File: src/rtl/exe_mem_pkg.sv
// Shared types and field positions for the execute-stage load response path.
package exe_mem_pkg;

    typedef enum logic [1:0] {
        SZ_B = 2'd0,
        SZ_H = 2'd1,
        SZ_W = 2'd2,
        SZ_D = 2'd3
    } size_e;

    typedef enum logic {
        ST_IDLE      = 1'b0,
        ST_WAIT_RESP = 1'b1
    } state_e;

    localparam int unsigned DEPTH_DEF = 2;
    localparam int unsigned TAG_W_DEF = 8;

    // Destination register is carried in the request tag.
    localparam int unsigned RD_LSB = 1;
    localparam int unsigned RD_W   = 5;
    localparam int unsigned RD_MSB = RD_LSB + RD_W - 1;

endpackage

File: src/rtl/load_data_align.sv
// Selects the addressed byte/half/word/dword from an aligned doubleword and extends it.
module load_data_align
    import exe_mem_pkg::*;
#(
    parameter int DATA_W = 64
) (
    input  logic [DATA_W-1:0] raw_data_i,
    input  logic [2:0]        op_i,
    input  logic [2:0]        lsb_i,
    output logic [DATA_W-1:0] data_o
);

    function automatic logic [DATA_W-1:0] extend(input logic [DATA_W-1:0] v,
                                                 input size_e sz,
                                                 input logic uns);
        logic [DATA_W-1:0] r;
        case (sz)
            SZ_B:    r = uns ? {{(DATA_W-8){1'b0}}, v[7:0]}   : {{(DATA_W-8){v[7]}}, v[7:0]};
            SZ_H:    r = uns ? {{(DATA_W-16){1'b0}}, v[15:0]} : {{(DATA_W-16){v[15]}}, v[15:0]};
            SZ_W:    r = uns ? {{(DATA_W-32){1'b0}}, v[31:0]} : {{(DATA_W-32){v[31]}}, v[31:0]};
            default: r = v;
        endcase
        return r;
    endfunction

    size_e             sz;
    logic [2:0]        byte_off;
    logic [5:0]        shamt;
    logic [DATA_W-1:0] shifted;

    always_comb begin
        sz = size_e'(op_i[1:0]);
        // Low address bits below the access size are ignored rather than flagged.
        case (sz)
            SZ_B:    byte_off = lsb_i;
            SZ_H:    byte_off = {lsb_i[2:1], 1'b0};
            SZ_W:    byte_off = {lsb_i[2], 2'b00};
            default: byte_off = 3'b000;
        endcase
        shamt   = {byte_off, 3'b000};
        shifted = raw_data_i >> shamt;
        data_o  = extend(shifted, sz, op_i[2]);
    end

endmodule

File: src/rtl/exe_load_resp_formatter.sv
// Tracks one outstanding load, matches its cache response by tag, and queues the formatted result for writeback.
module exe_load_resp_formatter
    import exe_mem_pkg::*;
#(
    parameter int DATA_W = 64,
    parameter int TAG_W  = TAG_W_DEF,
    parameter int DEPTH  = DEPTH_DEF
) (
    input  logic              CLK,
    input  logic              RST,
    input  logic              REQ_FIRE,
    input  logic              REQ_IS_LOAD,
    input  logic [3:0]        REQ_OP_TYPE,
    input  logic [2:0]        REQ_ADDR_LSB,
    input  logic [TAG_W-1:0]  REQ_TAG,
    input  logic              KILL,
    input  logic              RESP_VALID,
    input  logic [TAG_W-1:0]  RESP_TAG,
    input  logic [DATA_W-1:0] RESP_DATA,
    input  logic              RESP_NACK,
    input  logic              RESP_REPLAY,
    output logic              REQ_READY,
    output logic              NACK_PULSE,
    output logic              WB_VALID,
    input  logic              WB_READY,
    output logic [DATA_W-1:0] WB_DATA,
    output logic [RD_W-1:0]   WB_RD,
    output logic              BUSY,
    output logic              PROTO_ERR
);

    localparam int CNT_W = $clog2(DEPTH + 1);
    localparam int PTR_W = (DEPTH > 1) ? $clog2(DEPTH) : 1;

    state_e             state_q, state_d;
    logic               nack_q, nack_d;
    logic               err_q, err_d;
    logic [CNT_W-1:0]   count_q;
    logic [PTR_W-1:0]   wr_ptr_q, rd_ptr_q;

    logic [2:0]         op_q;
    logic [2:0]         lsb_q;
    logic [TAG_W-1:0]   tag_q;

    logic [DATA_W-1:0]  data_mem_q [DEPTH];
    logic [RD_W-1:0]    rd_mem_q   [DEPTH];

    logic               capture, push, push_en, pop, full;
    logic [DATA_W-1:0]  aligned;
    logic               op_unused;

    assign op_unused = REQ_OP_TYPE[3];

    load_data_align #(.DATA_W(DATA_W)) u_align (
        .raw_data_i (RESP_DATA),
        .op_i       (op_q),
        .lsb_i      (lsb_q),
        .data_o     (aligned)
    );

    assign full       = (count_q == CNT_W'(DEPTH));
    assign REQ_READY  = (state_q == ST_IDLE) && !full;
    assign NACK_PULSE = nack_q;
    assign WB_VALID   = (count_q != '0);
    assign WB_DATA    = WB_VALID ? data_mem_q[rd_ptr_q] : '0;
    assign WB_RD      = WB_VALID ? rd_mem_q[rd_ptr_q] : '0;
    assign BUSY       = (state_q == ST_WAIT_RESP) || WB_VALID;
    assign PROTO_ERR  = err_q;

    always_comb begin
        state_d = state_q;
        nack_d  = 1'b0;
        err_d   = err_q;
        capture = 1'b0;
        push    = 1'b0;
        if (KILL) begin
            state_d = ST_IDLE;
        end else begin
            case (state_q)
                ST_IDLE: begin
                    if (REQ_FIRE && REQ_IS_LOAD) begin
                        capture = 1'b1;
                        state_d = ST_WAIT_RESP;
                    end
                end
                ST_WAIT_RESP: begin
                    if (RESP_VALID) begin
                        if (RESP_TAG == tag_q) begin
                            push    = 1'b1;
                            state_d = ST_IDLE;
                        end else begin
                            err_d = 1'b1;
                        end
                    end else if (RESP_NACK || RESP_REPLAY) begin
                        nack_d  = 1'b1;
                        state_d = ST_IDLE;
                    end
                end
                default: state_d = ST_IDLE;
            endcase
        end
        if ((state_q == ST_WAIT_RESP) && REQ_FIRE) begin
            err_d = 1'b1;
        end
    end

    assign pop     = WB_VALID && WB_READY && !KILL;
    // The slot is reserved at issue; the guard only protects against an upstream that ignores REQ_READY.
    assign push_en = push && (!full || pop);

    always_ff @(posedge CLK) begin
        if (RST) begin
            state_q  <= ST_IDLE;
            nack_q   <= 1'b0;
            err_q    <= 1'b0;
            count_q  <= '0;
            wr_ptr_q <= '0;
            rd_ptr_q <= '0;
        end else begin
            state_q <= state_d;
            nack_q  <= nack_d;
            err_q   <= err_d;
            if (KILL) begin
                count_q  <= '0;
                wr_ptr_q <= '0;
                rd_ptr_q <= '0;
            end else begin
                if (push_en) begin
                    wr_ptr_q <= (wr_ptr_q == PTR_W'(DEPTH - 1)) ? '0 : wr_ptr_q + 1'b1;
                end
                if (pop) begin
                    rd_ptr_q <= (rd_ptr_q == PTR_W'(DEPTH - 1)) ? '0 : rd_ptr_q + 1'b1;
                end
                case ({push_en, pop})
                    2'b10:   count_q <= count_q + 1'b1;
                    2'b01:   count_q <= count_q - 1'b1;
                    default: count_q <= count_q;
                endcase
            end
        end
    end

    always_ff @(posedge CLK) begin
        if (capture) begin
            op_q  <= REQ_OP_TYPE[2:0];
            lsb_q <= REQ_ADDR_LSB;
            tag_q <= REQ_TAG;
        end
        if (push_en) begin
            data_mem_q[wr_ptr_q] <= aligned;
            rd_mem_q[wr_ptr_q]   <= tag_q[RD_MSB:RD_LSB];
        end
    end

endmodule

File: config.mk
export PLATFORM = sky130hd
export DESIGN_NAME = exe_load_resp_formatter
export DESIGN_NICKNAME = d
export VERILOG_FILES = /design/src/rtl/exe_mem_pkg.sv /design/src/rtl/load_data_align.sv /design/src/rtl/exe_load_resp_formatter.sv
export SDC_FILE = /design/constraint.sdc
export NUM_CORES = 1
export LEC_CHECK = 0
export CELL_PAD_IN_SITES_DETAIL_PLACEMENT = 0
export CELL_PAD_IN_SITES_GLOBAL_PLACEMENT = 1
export CORE_ASPECT_RATIO = 1.75
export CORE_MARGIN = 8
export CORE_UTILIZATION = 38
export CTS_BUF_LIST = sky130_fd_sc_hd__clkbuf_8 sky130_fd_sc_hd__clkbuf_16
export CTS_CLUSTER_SIZE = 16
export DETAILED_ROUTE_END_ITERATION = 12
export GPL_ROUTABILITY_DRIVEN = 0
export GPL_TIMING_DRIVEN = 0
export PLACE_DENSITY_LB_ADDON = 0.3
export SKIP_LAST_GASP = 1
export SYNTH_ARGS = -nofsm -noshare
export SYNTH_HDL_FRONTEND = slang
export SYNTH_HIERARCHICAL = 1
export SYNTH_SLANG_ARGS = --single-unit
File: constraint.sdc
create_clock -name CLK -period 9.2 [get_ports CLK]
set_input_delay 1.84 -clock CLK [delete_from_list [all_inputs] [get_ports CLK]]
set_output_delay 1.84 -clock CLK [all_outputs]
set_load 0.02 [all_outputs]
==> results.py, run 1 <==
metrics = {
    "place": {
        "placed_cells": 1167,
        "place_hpwl_mm": 20.9,
        "port_buffers": 168,
    },
    "synthesis": {
        "synth_top_family_by_area": "multiplexers",
        "postSynth.topFlopCell": "edfxtp_1",
        "synth_xor_area_share_pct": 1.12,
        "synthArstFlopShare_pct": 0,
        "ys_warn_count": 6,
        "syn_nets": 777,
        "synth_edf_count": 152,
        "synth.area.mux_share_pct": 15.0,
        "synth-simple-area-share_pct": 14.2,
        "postSynthAreaPerCell_um2": 12.7,
        "ys_types": 70,
        "synthCells": 680,
        "synth_seq_area_share_pct": 54.9,
        "synth_area_mm2": 0.00861,
        "synth-adder-area-share_pct": 0.145,
        "ys_ff_latch": 160,
        "synth_compound_area_share_pct": 9.39,
    },
    "clock_tree": {
        "cts_sinks": 160,
        "root_buffer": "clkbuf_16",
        "clk_pin_slew_ns": 0.06,
        "cts_tree": "done",
        "cts_resized": 0,
        "cts_made_buffers": 17,
        "cts_buffer_depth": 2,
        "cts_setup_buffers": 0,
        "htree_levels": 4,
        "postCtsHoldBufs": 0,
        "clk_latency_ns": 0.43,
    },
    "routing": {
        "ant_nets": 0,
        "via_count": 6369,
        "wl_per_cell_um": 22.0,
        "drcViolationCount": 0,
        "vias_per_cell": 5.31,
        "wl_mm": 26.4,
        "dr.pass1.iters": 4,
        "drt_first_iter_violations": 373,
    },
    "floorplanning": {
        "ioPinCount": 170,
        "row_count": 73,
        "die_area_mm2": 0.0279,
        "core_mm2": 0.0225,
        "die_width_um": 130,
        "die_h_um": 215,
        "start_util_pct": 38.3,
    },
    "timing": {
        "report.final.slew_viol_count": 0,
        "tns_ns": 0,
        "fin_skew_ns": 0.0105,
        "tightest_slew_ns": 0.960,
        "post-route-min-period_ns": 4.44,
        "hold_slack_ns": 0.507,
        "rsz0062_at_grt": "false",
        "hold_viol": 0,
        "post-route-period-util_pct": 48.2,
        "max_freq_mhz": 225,
        "relSlewSlack_pct": 35.5,
        "setup_viol": 0,
    },
    "final_layout": {
        "stdcell_count": 1199,
        "drive_gt1_share_pct": 20.0,
        "area_growth_pct": 32.5,
        "final_common_cell": "clkdlybuf4s50_1",
        "utilization_pct": 50.8,
        "mostFrequentLayoutCells": "clkdlybuf4s50_1, edfxtp_1, nor2_1, mux2i_1, a21oi_1",
        "nNetsFinal": 983,
    },
    "global_route": {
        "grt_pass1_vias": 6727,
        "antenna_found_initial": 1,
        "grt_util_all_layers_pct": 19.3,
        "grt_remaining_overflow": 0,
        "grt_pass1_wl_mm": 39.9,
        "grt_max_degree": 17,
    },
    "pwr": {
        "p_leak_nw": 4.11,
        "powerDensity_mw_per_mm2": 144,
        "power_mw": 1.64,
        "ir_drop_uv": 109,
    },
    "worst_setup_path": {
        "critPathCaptureType": "flip-flop",
        "cp.required_ns": 9.34,
        "worst_setup_path_start_kind": "primary input",
        "crit_fanout": 9,
        "worstSetupPathType": "in -> reg",
        "crit_arrival_ns": 4.57,
    },
    "worst_hold_path": {
        "min_path_type": "reg -> reg",
    },
    "job": {
        "drv_cap": 0,
    },
    "outcome": {
        "outcome": "completed",
    },
}
[per-layer routing]
layer	GRT usage, %	up-vias	routed length (µm)
met5	0	-	0
met1	20.8	3056	9820
met2	33.4	286	13700
met4	10.5	0	1170
met3	5.06	57	1730
li1	-	2970	-
[synthesized netlist by cell type (all sizes together), types with 3 or more instances]
library cell  number  area, µm²
a32oi              6       52.6
and2b              3       27.5
a211oi             3       22.5
dfxtp              8        160
a31oi              7       43.8
nor3               4       25.0
clkbuf            22        104
nand2b             7       43.8
inv                8       30.0
nor2b              3       18.8
o32a               3       30.0
xnor2              9       78.8
o21ai             13       68.8
or3                3       18.8
nand3             44        425
nor2              87        329
mux2i             85        851
mux2              11        128
nor4b              3       26.3
nand2             40        155
mux4              14        315
o22ai              3       18.8
o211ai            19        183
nor4bb             4       40.0
buf               36        309
a21oi             52        260
edfxtp           152       4560
[cells by family (layout without fill, tap and decap cells)]
logic type                 after synthesis  after routing
AOI/OAI and AO/OA                      119            119
xor gates and xnor gates                11             11
adders and majority gates                1              1
buffers and inverters                   67            285
DFF                                    160            160
muxes                                  110            110
other                                    0              1
and+or+nand+nor                        212            212
[worst max-delay path: stages]
cell and delay [ns]:
clkdlybuf4s50_1 0.47, xnor2_1 0.12, nand4_1 0.33, nor4_2 0.89
buf_4 0.30, buf_4 0.20, buf_4 0.20, buf_4 0.20
[state kept, by name, summed over array words and instances (netlist names), named ones only]
register and cells:
rd_mem_q 10, data_mem_q 128, wr_ptr_q 1, op_q 3, count_q 2, tag_q 8
rd_ptr_q 1, state_q 1, NACK_PULSE 1, PROTO_ERR 1, lsb_q 3
[path summary, 6_finish.rpt]
kind                from                to  slack [ns]  cells after the start
min reg2reg     rd_ptr_q          rd_ptr_q        0.51                      2
min             rd_ptr_q          rd_ptr_q        0.51                      2
max reg2reg     tag_q[5]  data_mem_q[1][9]        6.13                      7
max          RESP_TAG[6]  data_mem_q[1][9]        4.76                      8
[report_power, final]
group | leakage (nW) | switching, mW | internal (mW) | total, mW
registers | 1.44 | 0.00206 | 0.802 | 0.804
logic | 2.39 | 0.0781 | 0.0776 | 0.156
clock network | 0.280 | 0.286 | 0.398 | 0.683
[per-stage QoR]
step	instance area [µm²]	setup WS, ns
2_1_floorplan	8610	-0.294
3_3_place_gp	10700	-4.79
3_5_place_dp	10800	4.22
4_1_cts	11400	4.68
5_1_grt	11400	4.57
6_report	11400	4.76
[cell type report]
type / instances / area (µm²)
antenna: 1 / 2.50
clock inverter: 14 / 144
buffer: 59 / 425
sequential: 160 / 4720
tap: 300 / 375
timing repair buffer: 187 / 1840
inverter: 8 / 30.0
clock buffer: 17 / 425
fill: 2044 / 11100
multi-input combinational: 453 / 3450
No activity file was read; power rests on OpenSTA's default activity.
==> run 2: changes to the inputs <==
==> constraint.sdc (replaced) <==
create_clock -name CLK -period 4 [get_ports CLK]
set_input_delay 0.8 -clock CLK [delete_from_list [all_inputs] [get_ports CLK]]
set_output_delay 0.8 -clock CLK [all_outputs]
set_load 0.02 [all_outputs]
==> results.py, run 2 (synthesis results as in run 1) <==
metrics = {
    "worst_hold_path": {
        "min_to": "rd_ptr_q",
        "min_from": "rd_ptr_q",
        "min_path_cells": 2,
        "min_path_type": "reg -> reg",
    },
    "routing": {
        "ant_nets": 0,
        "wl_mm": 26.6,
        "wl_per_cell_um": 22.3,
        "via_count": 6283,
        "drt_first_iter_violations": 422,
        "dr.pass1.iters": 5,
        "vias_per_cell": 5.28,
        "drcViolationCount": 0,
    },
    "timing": {
        "rsz0062_at_grt": "false",
        "tightest_slew_ns": 0.785,
        "tns_ns": 0,
        "hold_viol": 0,
        "relSlewSlack_pct": 47.4,
        "max_freq_mhz": 298,
        "fin_skew_ns": 0.00941,
        "setup_ws_ns": 0.640,
        "post-route-period-util_pct": 84.0,
        "post-route-min-period_ns": 3.36,
        "report.final.slew_viol_count": 0,
        "setup_viol": 0,
    },
    "clock_tree": {
        "clk_pin_slew_ns": 0.06,
        "cts_tree": "done",
        "cts_setup_buffers": 0,
        "cts_resized": 0,
        "clk_latency_ns": 0.43,
        "htree_levels": 4,
        "cts_buffer_depth": 2,
        "postCtsHoldBufs": 0,
        "cts_sinks": 160,
        "cts_made_buffers": 17,
        "root_buffer": "clkbuf_16",
    },
    "worst_setup_path": {
        "ff2ff_path_depth": 6,
        "cp.required_ns": 3.20,
        "crit_fanout": 10,
        "r2r_slack_ns": 1.24,
        "crit_path_max_incr_delay_ns": 0.60,
        "critPathCaptureType": "output port",
        "crit_arrival_ns": 2.56,
        "cp.depth": 4,
        "crit_buf_inv": 2,
        "worst_setup_path_start_kind": "flip-flop",
        "rr_startpoint": "tag_q[5]",
        "cpLargestDelayFamily": "buffers and inverters",
        "worstSetupPathType": "reg -> out",
        "slowest_stage": "clkdlybuf4s50_1",
        "path_cells": "nor2_2 > clkbuf_1 > nor2_1 > clkdlybuf4s50_1",
        "r2r-end": "data_mem_q[0][18]",
    },
    "place": {
        "pre_cts_slack_ns": 0.401,
        "placed_cells": 1160,
        "port_buffers": 168,
        "post_dp_cell_area_mm2": 0.0108,
        "place_hpwl_mm": 20.9,
    },
    "floorplanning": {
        "start_util_pct": 38.3,
        "row_count": 73,
        "die_h_um": 215,
        "core_mm2": 0.0225,
        "ioPinCount": 170,
        "die_width_um": 130,
        "die_area_mm2": 0.0279,
    },
    "global_route": {
        "grt_max_degree": 17,
        "antenna_found_initial": 0,
        "grt_pass1_vias": 6642,
        "grt_remaining_overflow": 0,
        "grt_pass1_wl_mm": 40.1,
        "grt_util_all_layers_pct": 19.5,
    },
    "outcome": {
        "outcome": "completed",
    },
    "final_layout": {
        "reg_top3": "data_mem_q: 128 flops, rd_mem_q: 10 flops, tag_q: 8 flops",
        "fillers": 2058,
        "largest_reg_flops": 128,
        "seqCellArea_mm2": 0.00472,
        "final_area_mm2": 0.0114,
        "stdcell_count": 1191,
        "drive_gt1_share_pct": 19.5,
        "final_common_cell": "clkdlybuf4s50_1",
        "top_register": "data_mem_q",
        "area_growth_pct": 32.7,
        "diodes": 0,
        "nNetsFinal": 976,
        "multi_input_area_mm2": 0.00347,
        "mostFrequentLayoutCells": "clkdlybuf4s50_1, edfxtp_1, nor2_1, mux2i_1, a21oi_1",
    },
    "pwr": {
        "p_leak_nw": 4.09,
        "p_switching_mw": 0.866,
        "ir_drop_uv": 255,
        "pwr-share-comb_pct": 9.5,
        "p_clk_share_pct": 42.1,
        "powerDensity_mw_per_mm2": 334,
        "internal-power_mw": 2.95,
        "p_seq_share_pct": 48.5,
        "switching_share_pct": 22.7,
    },
    "job": {
        "drv_cap": 0,
    },
}
-- run 2: layout make-up --
cell class | count | share of cell area (%)
buffer | 59 | 3.72
clock buffer | 17 | 3.72
clock inverter | 14 | 1.37
inverter | 8 | 0.263
multi-input combinational | 453 | 30.3
sequential | 160 | 41.3
tap | 300 | 3.28
timing repair buffer | 180 | 16.0
-- run 2: worst reg2reg max path, cell delays in order (launching register included) --
cell and delay [ns]:
edfxtp_1 0.44, xnor2_1 0.21, nand4_1 0.39, nor4_4 0.78, buf_6 0.25, buf_6 0.19
buf_6 0.20
-- run 2: power groups by stage --
stage / Combinational (mW) / Clock [mW] / Sequential [mW]
global placement: 0.351 / 0 / 1.88
CTS: 0.358 / 1.64 / 1.85
finish: 0.361 / 1.61 / 1.85
floorplan: 0.168 / 0 / 1.88
global route: 0.382 / 1.70 / 1.85
detailed placement: 0.355 / 0 / 1.88
-- run 2: layer usage --
| metal | routed length, µm | vias up | global-route usage [%] |
|---|---|---|---|
| met1 | 10100 | 2989 | 21.3 |
| met5 | 0 | - | 0 |
| met2 | 13500 | 277 | 33.4 |
| li1 | - | 2959 | - |
| met3 | 1600 | 58 | 4.56 |
| met4 | 1360 | 0 | 11.3 |
-- run 2: worst max path at each step --
stage / start / endpoint / slack, ns
global placement: RESP_TAG[4] / data_mem_q[0][10] / -4.43
global route: count_q[0] / WB_DATA[15] / 0.44
floorplan: RESP_TAG[0] / data_mem_q[0][0] / -1.54
detailed placement: RESP_TAG[6] / data_mem_q[0][13] / 0.40
finish: count_q[0] / WB_DATA[7] / 0.64
CTS: count_q[0] / WB_DATA[7] / 0.48
-- run 2: metrics by stage --
step	utilization (%)	total power [mW]	hold WS, ns
2_1_floorplan	-	2.05	0.468
3_3_place_gp	47.5	2.24	0.483
3_5_place_dp	48.3	2.24	0.493
4_1_cts	50.9	3.84	0.510
5_1_grt	50.9	3.93	0.542
6_report	50.9	3.81	0.502
==> run 3: changes to the inputs <==
--- a/config.mk
+++ b/config.mk
@@ -9,7 +9,7 @@
 export CELL_PAD_IN_SITES_GLOBAL_PLACEMENT = 1
 export CORE_ASPECT_RATIO = 1.75
 export CORE_MARGIN = 8
-export CORE_UTILIZATION = 38
+export CORE_UTILIZATION = 42
 export CTS_BUF_LIST = sky130_fd_sc_hd__clkbuf_8 sky130_fd_sc_hd__clkbuf_16
 export CTS_CLUSTER_SIZE = 16
 export DETAILED_ROUTE_END_ITERATION = 12
==> constraint.sdc (replaced) <==
create_clock -name CLK -period 3.5 [get_ports CLK]
set_input_delay 0.7 -clock CLK [delete_from_list [all_inputs] [get_ports CLK]]
set_output_delay 0.7 -clock CLK [all_outputs]
set_load 0.02 [all_outputs]
==> results.py, run 3 (synthesis results as in run 1) <==
metrics = {
    "final_layout": {
        "multi_input_area_mm2": 0.00351,
        "drive_gt1_share_pct": 20.2,
        "final_common_cell": "clkdlybuf4s50_1",
        "area_growth_pct": 32.8,
        "diodes": 0,
        "mostFrequentLayoutCells": "clkdlybuf4s50_1, edfxtp_1, nor2_1, mux2i_1, a21oi_1",
        "seqCellArea_mm2": 0.00472,
        "nNetsFinal": 975,
        "top_register": "data_mem_q",
        "largest_reg_flops": 128,
        "reg_top3": "data_mem_q: 128 flops, rd_mem_q: 10 flops, tag_q: 8 flops",
        "fillers": 1724,
    },
    "place": {
        "place_hpwl_mm": 20.7,
        "pre_cts_slack_ns": -0.0677,
        "port_buffers": 168,
    },
    "worst_setup_path": {
        "worstSetupPathType": "reg -> out",
        "worst_setup_path_start_kind": "flip-flop",
        "slowest_stage": "clkdlybuf4s50_1",
        "crit_arrival_ns": 2.51,
        "path_cells": "nor2_2 > clkbuf_1 > nor2_1 > clkdlybuf4s50_1",
        "crit_path_max_incr_delay_ns": 0.59,
        "cp.required_ns": 2.80,
        "crit_buf_inv": 2,
        "cpLargestDelayFamily": "buffers and inverters",
        "critPathCaptureType": "output port",
        "ff2ff_path_depth": 6,
        "cp.depth": 4,
        "crit_fanout": 10,
    },
    "timing": {
        "post-route-min-period_ns": 3.21,
        "tns_ns": 0,
        "tightest_slew_ns": 0.832,
        "post-route-period-util_pct": 91.7,
        "fin_skew_ns": 0.0106,
        "setup_ws_ns": 0.291,
        "report.final.slew_viol_count": 0,
        "hold_viol": 0,
        "max_freq_mhz": 312,
        "rsz0062_at_grt": "false",
        "relSlewSlack_pct": 44.2,
        "setup_viol": 0,
    },
    "job": {
        "drv_cap": 0,
    },
    "clock_tree": {
        "cts_setup_buffers": 0,
        "postCtsHoldBufs": 0,
        "root_buffer": "clkbuf_16",
        "htree_levels": 4,
        "cts_tree": "done",
        "cts_sinks": 160,
        "cts_made_buffers": 17,
        "cts_resized": 0,
        "clk_latency_ns": 0.42,
        "clk_pin_slew_ns": 0.06,
        "cts_buffer_depth": 2,
    },
    "routing": {
        "dr.pass1.iters": 5,
        "ant_nets": 0,
        "wl_mm": 26.0,
        "wl_per_cell_um": 22.8,
        "drt_first_iter_violations": 560,
        "vias_per_cell": 5.62,
        "drcViolationCount": 0,
        "via_count": 6402,
    },
    "pwr": {
        "powerDensity_mw_per_mm2": 387,
        "p_leak_nw": 4.15,
        "ir_drop_uv": 394,
    },
    "floorplanning": {
        "ioPinCount": 170,
        "core_mm2": 0.0202,
        "die_width_um": 124,
        "start_util_pct": 42.6,
        "die_area_mm2": 0.0255,
        "die_h_um": 205,
        "row_count": 69,
    },
    "global_route": {
        "grt_remaining_overflow": 0,
        "grt_max_degree": 17,
        "grt_util_all_layers_pct": 20.3,
        "grt_pass1_vias": 6837,
        "grt_pass1_wl_mm": 40.0,
        "antenna_found_initial": 0,
    },
    "outcome": {
        "outcome": "completed",
    },
    "worst_hold_path": {
        "min_path_cells": 2,
        "min_path_type": "reg -> reg",
    },
}
## run 3: changes by cell type in the layout (fill, tap and decap cells not counted), moves of 2 or more
cell / previous run / this run
buf_6: 16 / 11
buf_8: 2 / 6
clkinvlp_4: 4 / 2
xnor2_2: 0 / 6
xnor2_1: 9 / 3
## run 3: path summary, 6_finish.rpt
kind               from                to  slack (ns)
max          count_q[1]        WB_DATA[7]        0.29
min            rd_ptr_q          rd_ptr_q        0.51
max reg2reg    tag_q[5]  data_mem_q[0][9]        0.71
min reg2reg    rd_ptr_q          rd_ptr_q        0.51
## run 3: through the flow
step                area, µm²  utilization, %  power (mW)  hold slack, ns  std cells
global placement        10700            52.9        2.55           0.485       1096
finish                  11400            56.6        4.42           0.508       1139
floorplan                8690               -        2.35           0.468        680
CTS                     11400            56.6        4.45           0.521       1139
global route            11400            56.6        4.56           0.565       1139
detailed placement      10800            53.6        2.56           0.502       1107
## run 3: routing by layer
layer	wire length, µm	track usage, %	up-vias
met5	0	0	-
met1	9420	21.2	3061
li1	-	-	2958
met2	13900	37.5	329
met3	1730	4.87	54
met4	881	9.25	0
## run 3: power by group
| part | leakage [nW] | internal [mW] | switching [mW] |
|---|---|---|---|
| registers | 1.44 | 2.11 | 0.00647 |
| logic | 2.41 | 0.207 | 0.209 |
| clock network | 0.298 | 1.13 | 0.760 |
## run 3: worst register-to-register path, stage by stage, from the launching register on
cell and delay (ns):
edfxtp_1 0.44, xnor2_1 0.20, nand4_1 0.39, nor4_4 0.81
buf_8 0.23, buf_6 0.19, buf_6 0.22
## run 3: cell type report
cell class / instances / share of cell area, %
Buffer: 59 / 3.72
Clock buffer: 17 / 3.72
Timing Repair Buffer: 179 / 16.0
Tap cell: 248 / 2.71
Clock inverter: 15 / 1.60
Inverter: 8 / 0.263
Multi-Input combinational cell: 453 / 30.7
Sequential cell: 160 / 41.3
